### src/rtl/v2f_ram_lsu.sv
// Load/store unit in front of a v2f programmable RAM with a byte-select write port
// and a registered read port. It handles byte, halfword and word accesses and reports misaligned or illegal requests.
module v2f_ram_lsu #(
    parameter int ABITS = 2
) (
    input  logic             clk,
    input  logic             arst_n,
    input  logic             req_valid,
    output logic             req_ready,
    input  logic             req_we,
    input  logic [1:0]       req_size,
    input  logic             req_signed,
    input  logic [ABITS+1:0] req_addr,
    input  logic [31:0]      req_wdata,
    output logic             rsp_valid,
    input  logic             rsp_ready,
    output logic [31:0]      rsp_rdata,
    output logic             rsp_err,
    output logic             rd_en,
    output logic [ABITS-1:0] rd_addr,
    input  logic [31:0]      rd_data,
    output logic [31:0]      wr_en,
    output logic [ABITS-1:0] wr_addr,
    output logic [31:0]      wr_data,
    output logic [3:0]       byte_select
);

    typedef enum logic [1:0] {IDLE, RD_WAIT, RESP} state_t;

    state_t      state_reg;
    logic [1:0]  off_reg;
    logic [1:0]  size_reg;
    logic        signed_reg;
    logic [31:0] rsp_rdata_reg;
    logic        rsp_err_reg;

    logic        req_err;
    logic        accept;
    logic        store_go;
    logic        load_go;
    logic [3:0]  lane_base;
    logic [31:0] shifted;
    logic [31:0] load_value;

    assign req_err  = (req_size == 2'b11)
                   || (req_size == 2'b01 && req_addr[0])
                   || (req_size == 2'b10 && req_addr[1:0] != 2'b00);
    // Gating with arst_n keeps every RAM strobe quiet while reset is held.
    assign accept   = arst_n && req_valid && (state_reg == IDLE);
    assign store_go = accept && req_we && !req_err;
    assign load_go  = accept && !req_we && !req_err;

    assign req_ready = (state_reg == IDLE);
    assign rsp_valid = (state_reg == RESP);
    assign rsp_rdata = rsp_rdata_reg;
    assign rsp_err   = rsp_err_reg;

    assign rd_en   = load_go;
    assign rd_addr = req_addr[ABITS+1:2];
    assign wr_addr = req_addr[ABITS+1:2];
    assign wr_en   = {32{store_go}};

    assign lane_base   = (req_size == 2'b00) ? 4'b0001 :
                         (req_size == 2'b01) ? 4'b0011 : 4'b1111;
    assign byte_select = store_go ? (lane_base << req_addr[1:0]) : 4'b0000;

    // Replicate the right-aligned store data across every lane it may land in.
    for (genvar gi = 0; gi < 4; gi++) begin : g_wr_lane
        assign wr_data[8*gi +: 8] = (req_size == 2'b00) ? req_wdata[7:0] :
                                    (req_size == 2'b01) ? req_wdata[8*(gi%2) +: 8] :
                                                          req_wdata[8*gi +: 8];
    end

    assign shifted = rd_data >> {off_reg, 3'b000};

    always_comb begin
        load_value = shifted;
        case (size_reg)
            2'b00:   load_value = {{24{signed_reg & shifted[7]}}, shifted[7:0]};
            2'b01:   load_value = {{16{signed_reg & shifted[15]}}, shifted[15:0]};
            default: load_value = shifted;
        endcase
    end

    always_ff @(posedge clk or negedge arst_n) begin
        if (!arst_n) begin
            state_reg     <= IDLE;
            off_reg       <= 2'b00;
            size_reg      <= 2'b00;
            signed_reg    <= 1'b0;
            rsp_rdata_reg <= 32'h0;
            rsp_err_reg   <= 1'b0;
        end else begin
            case (state_reg)
                IDLE: begin
                    if (accept) begin
                        off_reg       <= req_addr[1:0];
                        size_reg      <= req_size;
                        signed_reg    <= req_signed;
                        rsp_rdata_reg <= 32'h0;
                        rsp_err_reg   <= req_err;
                        state_reg     <= load_go ? RD_WAIT : RESP;
                    end
                end
                RD_WAIT: begin
                    rsp_rdata_reg <= load_value;
                    state_reg     <= RESP;
                end
                RESP: begin
                    if (rsp_ready) begin
                        state_reg <= IDLE;
                    end
                end
                default: state_reg <= IDLE;
            endcase
        end
    end

endmodule

### config.mk
export PLATFORM = sky130hd
export DESIGN_NAME = v2f_ram_lsu
export DESIGN_NICKNAME = d
export VERILOG_FILES = /design/src/rtl/v2f_ram_lsu.sv
export SDC_FILE = /design/constraint.sdc
export NUM_CORES = 1
export LEC_CHECK = 0
export ABC_AREA = 1
export BUFFER_PORTS_ARGS = -buffer_cell sky130_fd_sc_hd__buf_2
export CAP_MARGIN = 40
export CORE_UTILIZATION = 49
export CTS_BUF_LIST = sky130_fd_sc_hd__clkbuf_8
export CTS_CLUSTER_SIZE = 8
export DETAILED_ROUTE_END_ITERATION = 8
export HOLD_SLACK_MARGIN = 0.15
export PLACE_DENSITY = 0.92
export SYNTH_ARGS = -nofsm -noshare
export SYNTH_HDL_FRONTEND = slang
export SYNTH_SLANG_ARGS = --single-unit
### constraint.sdc
create_clock -name clk -period 3.41 [get_ports clk]
set_clock_uncertainty 0.2 [all_clocks]
set_input_delay 0.341 -clock clk [delete_from_list [all_inputs] [get_ports clk]]
set_output_delay 0.341 -clock clk [all_outputs]
set_load 0.05 [all_outputs]
==> impl_metrics.py, run 1 <==
metrics = {
    "detailed_routing": {
        "first_pass_iters": 4,
        "routed_wl_um": 8920,
        "wire_per_inst_um": 13.1,
        "antenna_left": 0,
        "num_vias": 3441,
        "detail_route.vias_per_cell": 5.07,
        "drt_first_iter_violations": 286,
        "drc_errors": 0,
    },
    "cells_and_area": {
        "finalNetCount": 677,
        "multi_input_area_um2": 1570,
        "largest_register_ffs": 32,
        "final.fill_count": 590,
        "most_common_cell_after_layout_fill_and_taps_aside": "sky130_fd_sc_hd__nand2_1",
        "layout.cells.most_common_list": "sky130_fd_sc_hd__nand2_1, sky130_fd_sc_hd__buf_2, sky130_fd_sc_hd__dfrtp_1",
        "layout-drive-gt1-share_pct": 37.5,
        "insertedDiodeCount": 0,
        "area_delta_synth_final_pct": 20.8,
        "sequential_cell_area_um2": 1000,
    },
    "timing": {
        "worst-slew-pin-transition_ps": 709,
        "slew_violations": 0,
        "max_freq_ghz": 0.341,
        "rsz0062_at_grt": "false",
        "slew_headroom_pct": 52.7,
        "fin_crit_ps": 2930,
        "finalCritPeriodShare_pct": 86.0,
        "setup_violations": 0,
        "final_hold_viol_count": 0,
        "tns_ps": 0,
    },
    "power": {
        "proportion_of_power_drawn_by_flip_flops_and_latches_pct": 30.6,
        "power.density_cell_area_nw_per_um2": 519,
        "power_switching_share_pct": 47.7,
        "combinationalPowerShare_pct": 48.2,
        "fin_total_pwr_mw": 2.01,
        "max-vdd-ir-drop_uv": 283,
        "total_leakage_power_nw": 2.44,
        "power.internal_mw": 1.05,
        "netSwitchingPower_mw": 0.958,
        "power.share.clock_pct": 21.2,
    },
    "outcome": {
        "result_of_the_run": "complete, no violations",
    },
    "floorplanning": {
        "floorplan.rows": 29,
        "die_h_um": 82.8,
        "io_pins": 184,
        "initial_core_util_pct": 50.7,
        "die_width_um": 82.8,
        "core_box_area_um2": 6310,
        "dieArea_um2": 6860,
    },
    "placed_design": {
        "io_buffer_count": 177,
        "gpl.final_weighted_congestion": 0.883,
        "hpwl_um": 6720,
    },
    "worst_setup_path": {
        "worstSetupEndpointType": "output pin",
        "worst_setup_path_type": "in -> out",
        "critical_path.startpoint_type": "input pin",
        "timing.critical_path.fanout_max": 33,
        "cp_data_arrival_time_ps": 2390,
        "timing.critical_path.required_ps": 2870,
    },
    "clocking": {
        "tritoncts": "done",
        "h-tree-depth": 2,
        "clock_latency_ps": 290,
        "cts_num_sinks": 40,
        "cts_post_setup_buffers_inserted": 0,
        "clockRootBuffer": "sky130_fd_sc_hd__clkbuf_8",
        "post_cts_resized": 0,
        "clk_transition_reported_paths_ps": 90,
        "cts_inserted_buffers": 5,
        "post_cts_hold_buffer_count": 5,
        "ctsLongestPathBuffers": 2,
    },
    "synthesis": {
        "async_flop_share_pct": 100,
        "synth_seq_cells": 40,
        "number_of_enable_flip_flop_cells_after_synthesis": 0,
        "yosysSeqAreaShare_pct": 31.3,
        "yosys_most_used_dff": "sky130_fd_sc_hd__dfrtp_1",
        "synthDistinctLibCells": 27,
        "ys_warn_count": 0,
        "synthesis.area_um2": 3200,
        "synth_fp_nets": 552,
        "mapped_cells": 476,
        "per_instance_average_area_after_synthesis_um2": 6.73,
    },
    "global_route": {
        "grt-ovfl-total": 0,
        "first_global_vias": 3033,
        "grt.total_usage_pct": 26.0,
        "grt_antenna_before_repair": 0,
        "grt_pass1_wl_um": 14700,
        "grt_start_max_net_pins": 42,
    },
    "job": {
        "drv.max_cap_violation_count": 0,
    },
    "min_path": {
        "timing.hold.worst.class": "in -> reg",
    },
}
==> final timing paths <==
kind | startpoint | to | slack [ps] | cells past startpoint
setup reg to reg | off_reg[1]$_DFFE_PN0P_ | rsp_rdata[27]$_DFFE_PN0P_ | 1300 | 6
hold / removal | rd_data[22] | rsp_rdata[6]$_DFFE_PN0P_ | 190 | 5
setup / recovery | arst_n | byte_select[1] | 480 | 10
min in group asynchronous | arst_n | rsp_rdata[22]$_DFFE_PN0P_ | 490 | 3
max in group asynchronous | arst_n | size_reg[1]$_DFFE_PN0P_ | 2140 | 3
hold reg to reg | rsp_rdata[2]$_DFFE_PN0P_ | rsp_rdata[2]$_DFFE_PN0P_ | 280 | 2
==> stage by stage <==
stage               hold slack, ps  worst slack (ps)  instance area, um^2  cells  utilization, %
global route                   199               233                 3870    679            61.2
CTS                            176               454                 3870    679            61.2
finish                         189               476                 3870    679            61.2
floorplan                     -155               937                 3200    476               -
global placement               256              1120                 3690    666            58.4
detailed placement             264              1010                 3690    666            58.4
==> routing by layer <==
layer  vias up  GRT usage, %  part of all wire, %
met4         0          5.80                  1.0
met3        11          4.57                  7.3
li1       1702             -                    -
met1      1564          35.9                   43
met5         -             0                    0
met2       164          42.7                   48
==> cells by family after synthesis <==
logic type / synth area share (%)
simple gates: 40.5
buf+inv: 19.7
compound gates: 8.60
flops: 31.3
==> Yosys cell counts (7+ instances only) <==
library cell	n	area share, %
sky130_fd_sc_hd__nand3_1	36	5.6
sky130_fd_sc_hd__nor2_1	9	1.1
sky130_fd_sc_hd__dfrtp_1	40	31
sky130_fd_sc_hd__nand2_2	22	4.3
sky130_fd_sc_hd__a21oi_1	32	5.0
sky130_fd_sc_hd__buf_4	47	11
sky130_fd_sc_hd__buf_2	7	1.1
sky130_fd_sc_hd__nand2_1	218	26
sky130_fd_sc_hd__o21ai_0	14	2.2
sky130_fd_sc_hd__buf_6	7	2.5
sky130_fd_sc_hd__inv_1	11	1.3
sky130_fd_sc_hd__o21ai_1	9	1.4
==> layout make-up <==
class | count | area share [%]
multi-input cells | 348 | 40.6
flip-flops and latches | 40 | 25.9
repair buffers | 187 | 25.2
well taps | 77 | 2.49
clock inverters | 1 | 0.777
clock buffers | 7 | 2.49
inverters | 19 | 2.52
==> power groups by stage <==
stage	registers (mW)	logic (mW)	clock network, mW
2_1_floorplan	0.740	0.699	0
3_3_place_gp	0.618	0.946	0
3_5_place_dp	0.621	0.959	0
4_1_cts	0.613	0.967	0.429
5_1_grt	0.623	1.05	0.452
6_report	0.614	0.967	0.425
==> critical path: stages <==
cell	delay, ps
sky130_fd_sc_hd__dlygate4sd3_1	520
sky130_fd_sc_hd__buf_2	140
sky130_fd_sc_hd__nand2_1	90
sky130_fd_sc_hd__nor3_2	100
sky130_fd_sc_hd__buf_4	190
sky130_fd_sc_hd__nand3_1	170
sky130_fd_sc_hd__inv_2	340
sky130_fd_sc_hd__nand2_1	120
sky130_fd_sc_hd__nor2_1	100
sky130_fd_sc_hd__buf_2	260
(Power assumes the default switching activity.)
==> inputs of run 2 (changes only) <==
CORE_UTILIZATION = 46   (was 49)
GPL_TIMING_DRIVEN = 0   (was default)
PLACE_DENSITY = 0.87   (was 0.92)
clock period = 2.8 ns   (was 3.41 ns; I/O delays follow)
==> run 2 against run 1 <==
Global-route usage increased by 1.5 points. Critical path depth decreased by 4. First-iteration DRC count fell by 17%. Cell count rose by 12%. Register-to-register slack worse by 560 ps. Via count up 9.4%. Cell area increased by 16%. Flip-flop and latch count unchanged. Worst hold slack lost 30 ps. Total power up 29%. Clock power grew 16%. Sequential power rose by 13%. Critical path type is now reg -> out. Critical endpoint unchanged.
==> impl_metrics.py, run 2 (synthesis gave the netlist of run 1 again) <==
metrics = {
    "outcome": {
        "result_of_the_run": "complete, no violations",
    },
    "worst_setup_path": {
        "crit_slowest_cell": "sky130_fd_sc_hd__dfrtp_1",
        "timing.critical_path.required_ps": 2320,
        "critical_path_depth": 6,
        "cp_top_family": "simple AND/OR/NAND/NOR gates",
        "cpPeakStageDelay_ps": 440,
        "crit_buf_inv": 2,
        "crit_chain": "nor3_2, nand3_1, inv_4, nand2_1, nor2_1, buf_2",
        "worstSetupEndpointType": "output pin",
        "timing.critical_path.fanout_max": 33,
        "worst_case_register_to_register_setup_slack_ps": 740,
        "critical_path.startpoint_type": "flop",
        "r2r-end": "rsp_rdata[5]$_DFFE_PN0P_",
        "ff2ff_path_depth": 9,
        "worst_setup_path_type": "reg -> out",
        "critical_path.reg2reg.startpoint": "off_reg[0]$_DFFE_PN0P_",
        "cp_data_arrival_time_ps": 2120,
    },
    "floorplanning": {
        "dieArea_um2": 7300,
        "die_width_um": 85.4,
        "io_pins": 184,
        "floorplan.rows": 30,
        "core_box_area_um2": 6760,
        "die_h_um": 85.4,
        "initial_core_util_pct": 47.4,
    },
    "detailed_routing": {
        "first_pass_iters": 5,
        "routed_wl_um": 10100,
        "drc_errors": 0,
        "top_metal_layer_carrying_routed_signals": "met4",
        "drt_first_iter_violations": 236,
        "num_vias": 3765,
        "detail_route.vias_per_cell": 4.97,
        "route.layer.met1.wl_um": 4030,
        "wire_per_inst_um": 13.3,
        "antenna_left": 0,
        "detail_route_met3_wl_um": 758,
        "wl_met2_um": 5110,
    },
    "placed_design": {
        "gpl.final_weighted_congestion": 0.929,
        "place_worst_setup_slack_ps": -79.2,
        "hpwl_um": 8030,
        "io_buffer_count": 181,
        "detailed_place.area_um2": 4230,
    },
    "power": {
        "total_leakage_power_nw": 2.80,
        "fin_total_pwr_mw": 2.58,
        "power.density_cell_area_nw_per_um2": 576,
        "max-vdd-ir-drop_uv": 303,
    },
    "cells_and_area": {
        "finish.instance_area_um2": 4480,
        "layout.cells.most_common_list": "sky130_fd_sc_hd__nand2_1, sky130_fd_sc_hd__buf_2, sky130_fd_sc_hd__buf_4",
        "layout-drive-gt1-share_pct": 42.8,
        "most_common_cell_after_layout_fill_and_taps_aside": "sky130_fd_sc_hd__nand2_1",
        "area_delta_synth_final_pct": 39.8,
        "largest_register_ffs": 32,
        "insertedDiodeCount": 0,
        "finalNetCount": 753,
        "fin_util_pct": 66.2,
    },
    "timing": {
        "fin_crit_ps": 2600,
        "setup_violations": 0,
        "layout_setup_ws_ps": 196,
        "finalCritPeriodShare_pct": 93.0,
        "slew_violations": 0,
        "max_freq_ghz": 0.384,
        "rsz0062_at_grt": "false",
        "worst-slew-pin-transition_ps": 608,
        "slew_headroom_pct": 59.3,
        "final_hold_viol_count": 0,
        "tns_ps": 0,
    },
    "min_path": {
        "min_delay_worst_endpoint": "rsp_rdata[1]$_DFFE_PN0P_",
        "hp-start": "rd_data[1]",
        "timing.hold.worst.class": "in -> reg",
        "holdPathStages": 5,
    },
    "job": {
        "drv.max_cap_violation_count": 0,
    },
    "global_route": {
        "grt.total_usage_pct": 27.4,
        "grt-ovfl-total": 0,
        "first_global_vias": 3536,
        "grt_start_max_net_pins": 34,
        "grt_antenna_before_repair": 0,
        "grt_pass1_wl_um": 16000,
    },
    "clocking": {
        "clock_latency_ps": 300,
        "clockRootBuffer": "sky130_fd_sc_hd__clkbuf_8",
        "cts_num_sinks": 40,
        "h-tree-depth": 2,
        "tritoncts": "done",
        "clk_transition_reported_paths_ps": 80,
        "cts_inserted_buffers": 5,
        "ctsLongestPathBuffers": 2,
    },
}
[run 2: per-layer routing]
| layer | GRT usage (%) | up-vias |
|---|---|---|
| met5 | 0 | - |
| met4 | 8.64 | 0 |
| met3 | 5.25 | 21 |
| met2 | 49.2 | 183 |
| met1 | 33.0 | 1711 |
| li1 | - | 1850 |
[run 2: where the power goes]
part,switching (mW),internal [mW]
Sequential,0.0396,0.653
Combinational,0.963,0.431
Clock,0.225,0.269
Total,1.23,1.35
[run 2: repair_timing]
action / in CTS / in global routing
endpoints found under the hold margin: 47 / 0
gates resized for setup: 1 / 0
setup endpoints to repair: 34 / 0
hold buffers: 12 / 0
setup buffers: 0 / 0
[run 2: how the worst max path moves through the flow]
stage                                 to  slack [ps]                startpoint
after floorplan           byte_select[1]         390  state_reg[0]$_DFFE_PN0P_
after global placement    byte_select[1]        -240                    arst_n
after detailed placement  byte_select[1]         -80                    arst_n
after global routing      byte_select[3]           2  state_reg[0]$_DFFE_PN0P_
after CTS                 byte_select[1]         200  state_reg[0]$_DFFE_PN0P_
final                     byte_select[1]         200  state_reg[0]$_DFFE_PN0P_
[run 2: area by class of cell]
type,instances,area [um^2]
fill,599,2280
multi-input combinational,348,1570
timing repair buffer,194,1060
sequential,40,1000
buffer,69,532
inverter,19,100
tap,80,100
clock buffer,5,68.8
clock inverter,3,46.3
[run 2: through the flow]
step                hold WS, ps  std cells
finish                      159        758
global route                175        758
CTS                         153        758
detailed placement         5.51        738
global placement            227        737
floorplan                  -216        476
[run 2: worst min-delay path, stage by stage]
cell,delay (ps)
sky130_fd_sc_hd__buf_2,100
sky130_fd_sc_hd__nand2_1,60
sky130_fd_sc_hd__a21oi_1,50
sky130_fd_sc_hd__o21ai_1,70
sky130_fd_sc_hd__nand2_1,60
==> inputs of run 3 (changes only) <==
BUFFER_PORTS_ARGS = default   (was -buffer_cell sky130_fd_sc_hd__buf_2)
CORE_UTILIZATION = 55   (was 46)
CTS_BUF_LIST = sky130_fd_sc_hd__clkbuf_4 sky130_fd_sc_hd__clkbuf_8   (was sky130_fd_sc_hd__clkbuf_8)
DONT_BUFFER_PORTS = 1   (was default)
PLACE_DENSITY = 0.74   (was 0.87)
==> run 3 against run 2 <==
Worst setup slack got worse by 97 ps. Critical endpoint is now rsp_rdata[5]$_DFFE_PN0P_. Non-clock buffer count decreased by 144. Cell area down 12%. Core utilization is 4.8 points higher. Sequential share of layout area grew 2.9 points. First-iteration DRC count increased by 42%. Clock power increased by 3%. Critical path type is now reg -> reg. Sequential power grew 31%. Count of clock-buffer cells in the layout rose by 1. Global-route usage increased by 4.6 points.
==> impl_metrics.py, run 3 (synthesis gave the netlist of run 1 again) <==
metrics = {
    "timing": {
        "finalCritPeriodShare_pct": 96.5,
        "final_hold_viol_count": 0,
        "worst-slew-pin-transition_ps": 879,
        "max_freq_ghz": 0.370,
        "setup_violations": 0,
        "slew_violations": 0,
        "rsz0062_at_grt": "false",
        "fin_crit_ps": 2700,
        "slew_headroom_pct": 41.2,
        "tns_ps": 0,
    },
    "global_route": {
        "grt-ovfl-total": 0,
        "grt_pass1_wl_um": 15400,
        "grt_antenna_before_repair": 0,
        "grt_start_max_net_pins": 42,
        "grt.total_usage_pct": 32.1,
        "first_global_vias": 3161,
    },
    "worst_setup_path": {
        "worst_setup_path_type": "reg -> reg",
        "cp_top_family": "buffers and inverters",
        "worstSetupEndpointType": "flop",
        "cp_data_arrival_time_ps": 2690,
        "crit_slowest_cell": "sky130_fd_sc_hd__dlygate4sd3_1",
        "crit_chain": "inv_1, nand2_1, buf_2, a21oi_1, dlygate4sd3_1, o21ai_1, dlygate4sd3_1, nand2_1",
        "critical_path.startpoint_type": "flop",
        "timing.critical_path.fanout_max": 10,
        "cpPeakStageDelay_ps": 590,
        "timing.critical_path.required_ps": 2790,
        "crit_buf_inv": 4,
    },
    "floorplanning": {
        "initial_core_util_pct": 57.4,
        "die_width_um": 78.3,
        "dieArea_um2": 6130,
        "io_pins": 184,
        "core_box_area_um2": 5570,
        "floorplan.rows": 27,
        "die_h_um": 78.3,
    },
    "detailed_routing": {
        "drt_first_iter_violations": 335,
        "drc_errors": 0,
        "detail_route.vias_per_cell": 5.62,
        "antenna_left": 0,
        "wire_per_inst_um": 16.8,
        "first_pass_iters": 5,
        "routed_wl_um": 10200,
        "num_vias": 3408,
    },
    "cells_and_area": {
        "area_delta_synth_final_pct": 23.7,
        "largest_register_ffs": 32,
        "most_common_cell_after_layout_fill_and_taps_aside": "sky130_fd_sc_hd__nand2_1",
        "layout.cells.most_common_list": "sky130_fd_sc_hd__nand2_1, sky130_fd_sc_hd__buf_4, sky130_fd_sc_hd__dlygate4sd3_1",
        "finish.instance_area_um2": 3960,
        "finalNetCount": 609,
        "insertedDiodeCount": 0,
        "layout-drive-gt1-share_pct": 21.3,
        "post_layout_cell_count": 606,
    },
    "placed_design": {
        "placed_cells": 550,
        "io_buffer_count": 0,
        "gpl.final_weighted_congestion": 0.935,
        "hpwl_um": 6780,
        "detailed_place.area_um2": 3310,
    },
    "clocking": {
        "h-tree-depth": 2,
        "cts_num_sinks": 40,
        "clock_latency_ps": 300,
        "tritoncts": "done",
        "cts_post_setup_buffers_inserted": 0,
        "ctsLongestPathBuffers": 2,
        "cts_inserted_buffers": 5,
        "clockRootBuffer": "sky130_fd_sc_hd__clkbuf_8",
        "clk_transition_reported_paths_ps": 80,
    },
    "power": {
        "max-vdd-ir-drop_uv": 345,
        "total_leakage_power_nw": 2.14,
        "power.internal_mw": 1.33,
        "proportion_of_power_drawn_by_flip_flops_and_latches_pct": 35.6,
        "power.share.clock_pct": 20.1,
        "power_switching_share_pct": 47.7,
        "netSwitchingPower_mw": 1.21,
        "combinationalPowerShare_pct": 44.3,
        "power.density_cell_area_nw_per_um2": 642,
    },
    "job": {
        "drv.max_cap_violation_count": 0,
    },
    "min_path": {
        "timing.hold.worst.class": "in -> reg",
    },
    "outcome": {
        "result_of_the_run": "complete, no violations",
    },
}
[run 3: worst paths after layout]
| check | cells after the start | from | end | slack (ps) |
|---|---|---|---|---|
| hold / removal | 6 | rd_data[25] | rsp_rdata[17]$_DFFE_PN0P_ | 150 |
| min in group asynchronous | 3 | arst_n | rsp_rdata[6]$_DFFE_PN0P_ | 390 |
| setup / recovery | 8 | state_reg[1]$_DFFE_PN0P_ | rsp_rdata[5]$_DFFE_PN0P_ | 100 |
| max in group asynchronous | 3 | arst_n | off_reg[0]$_DFFE_PN0P_ | 1820 |
| setup reg to reg | 8 | state_reg[1]$_DFFE_PN0P_ | rsp_rdata[5]$_DFFE_PN0P_ | 100 |
| hold reg to reg | 2 | signed_reg$_DFFE_PN0P_ | signed_reg$_DFFE_PN0P_ | 450 |
[run 3: power groups by stage]
stage	Combinational (mW)	Clock (mW)	Sequential, mW
after CTS	1.09	0.515	0.904
after detailed placement	0.989	0	0.916
after floorplan	0.852	0	0.901
after global routing	1.21	0.539	0.913
final	1.13	0.511	0.905
after global placement	0.975	0	0.914
[run 3: through the flow]
stage | power (mW) | hold slack [ps] | setup WS (ps) | utilization (%)
6_report | 2.54 | 151 | 98.7 | 71.0
5_1_grt | 2.66 | 191 | 36.9 | 71.0
4_1_cts | 2.51 | -379 | -173 | 70.1
3_5_place_dp | 1.91 | -215 | 154 | 59.3
3_3_place_gp | 1.89 | -215 | 184 | 59.1
2_1_floorplan | 1.75 | -216 | 388 | -
[run 3: final cells by class]
type / count / area (um^2)
plain buffers: 68 / 529
clock buffers: 6 / 82.6
clock inverters: 2 / 38.8
fillers: 470 / 1610
inverters: 19 / 98.8
multi-input cells: 348 / 1590
flip-flops and latches: 40 / 1000
well taps: 72 / 90.1
repair buffers: 51 / 533
[run 3: per-layer routing]
layer  vias to the layer above  wire, um  GRT usage (%)
met4                         0       448           15.6
met1                      1573      3670           37.0
met2                       230      5020           55.8
li1                       1564         -              -
met5                         -         0              0
met3                        41      1050           7.21
[run 3: worst register-to-register path, cell delays in order (launching register included)]
cell                            delay, ps
sky130_fd_sc_hd__dfrtp_1              420
sky130_fd_sc_hd__inv_1                 80
sky130_fd_sc_hd__nand2_1              210
sky130_fd_sc_hd__buf_2                300
sky130_fd_sc_hd__a21oi_1               60
sky130_fd_sc_hd__dlygate4sd3_1        560
sky130_fd_sc_hd__o21ai_1              110
sky130_fd_sc_hd__dlygate4sd3_1        590
sky130_fd_sc_hd__nand2_1               60
[run 3: repair_timing]
item | 4_1_cts | 5_1_grt
hold buffers | 47 | 2
endpoints found under the setup margin | 2 | 4
endpoints found under the hold margin | 74 | 40
resized for setup | 0 | 7
pin swaps | 0 | 0
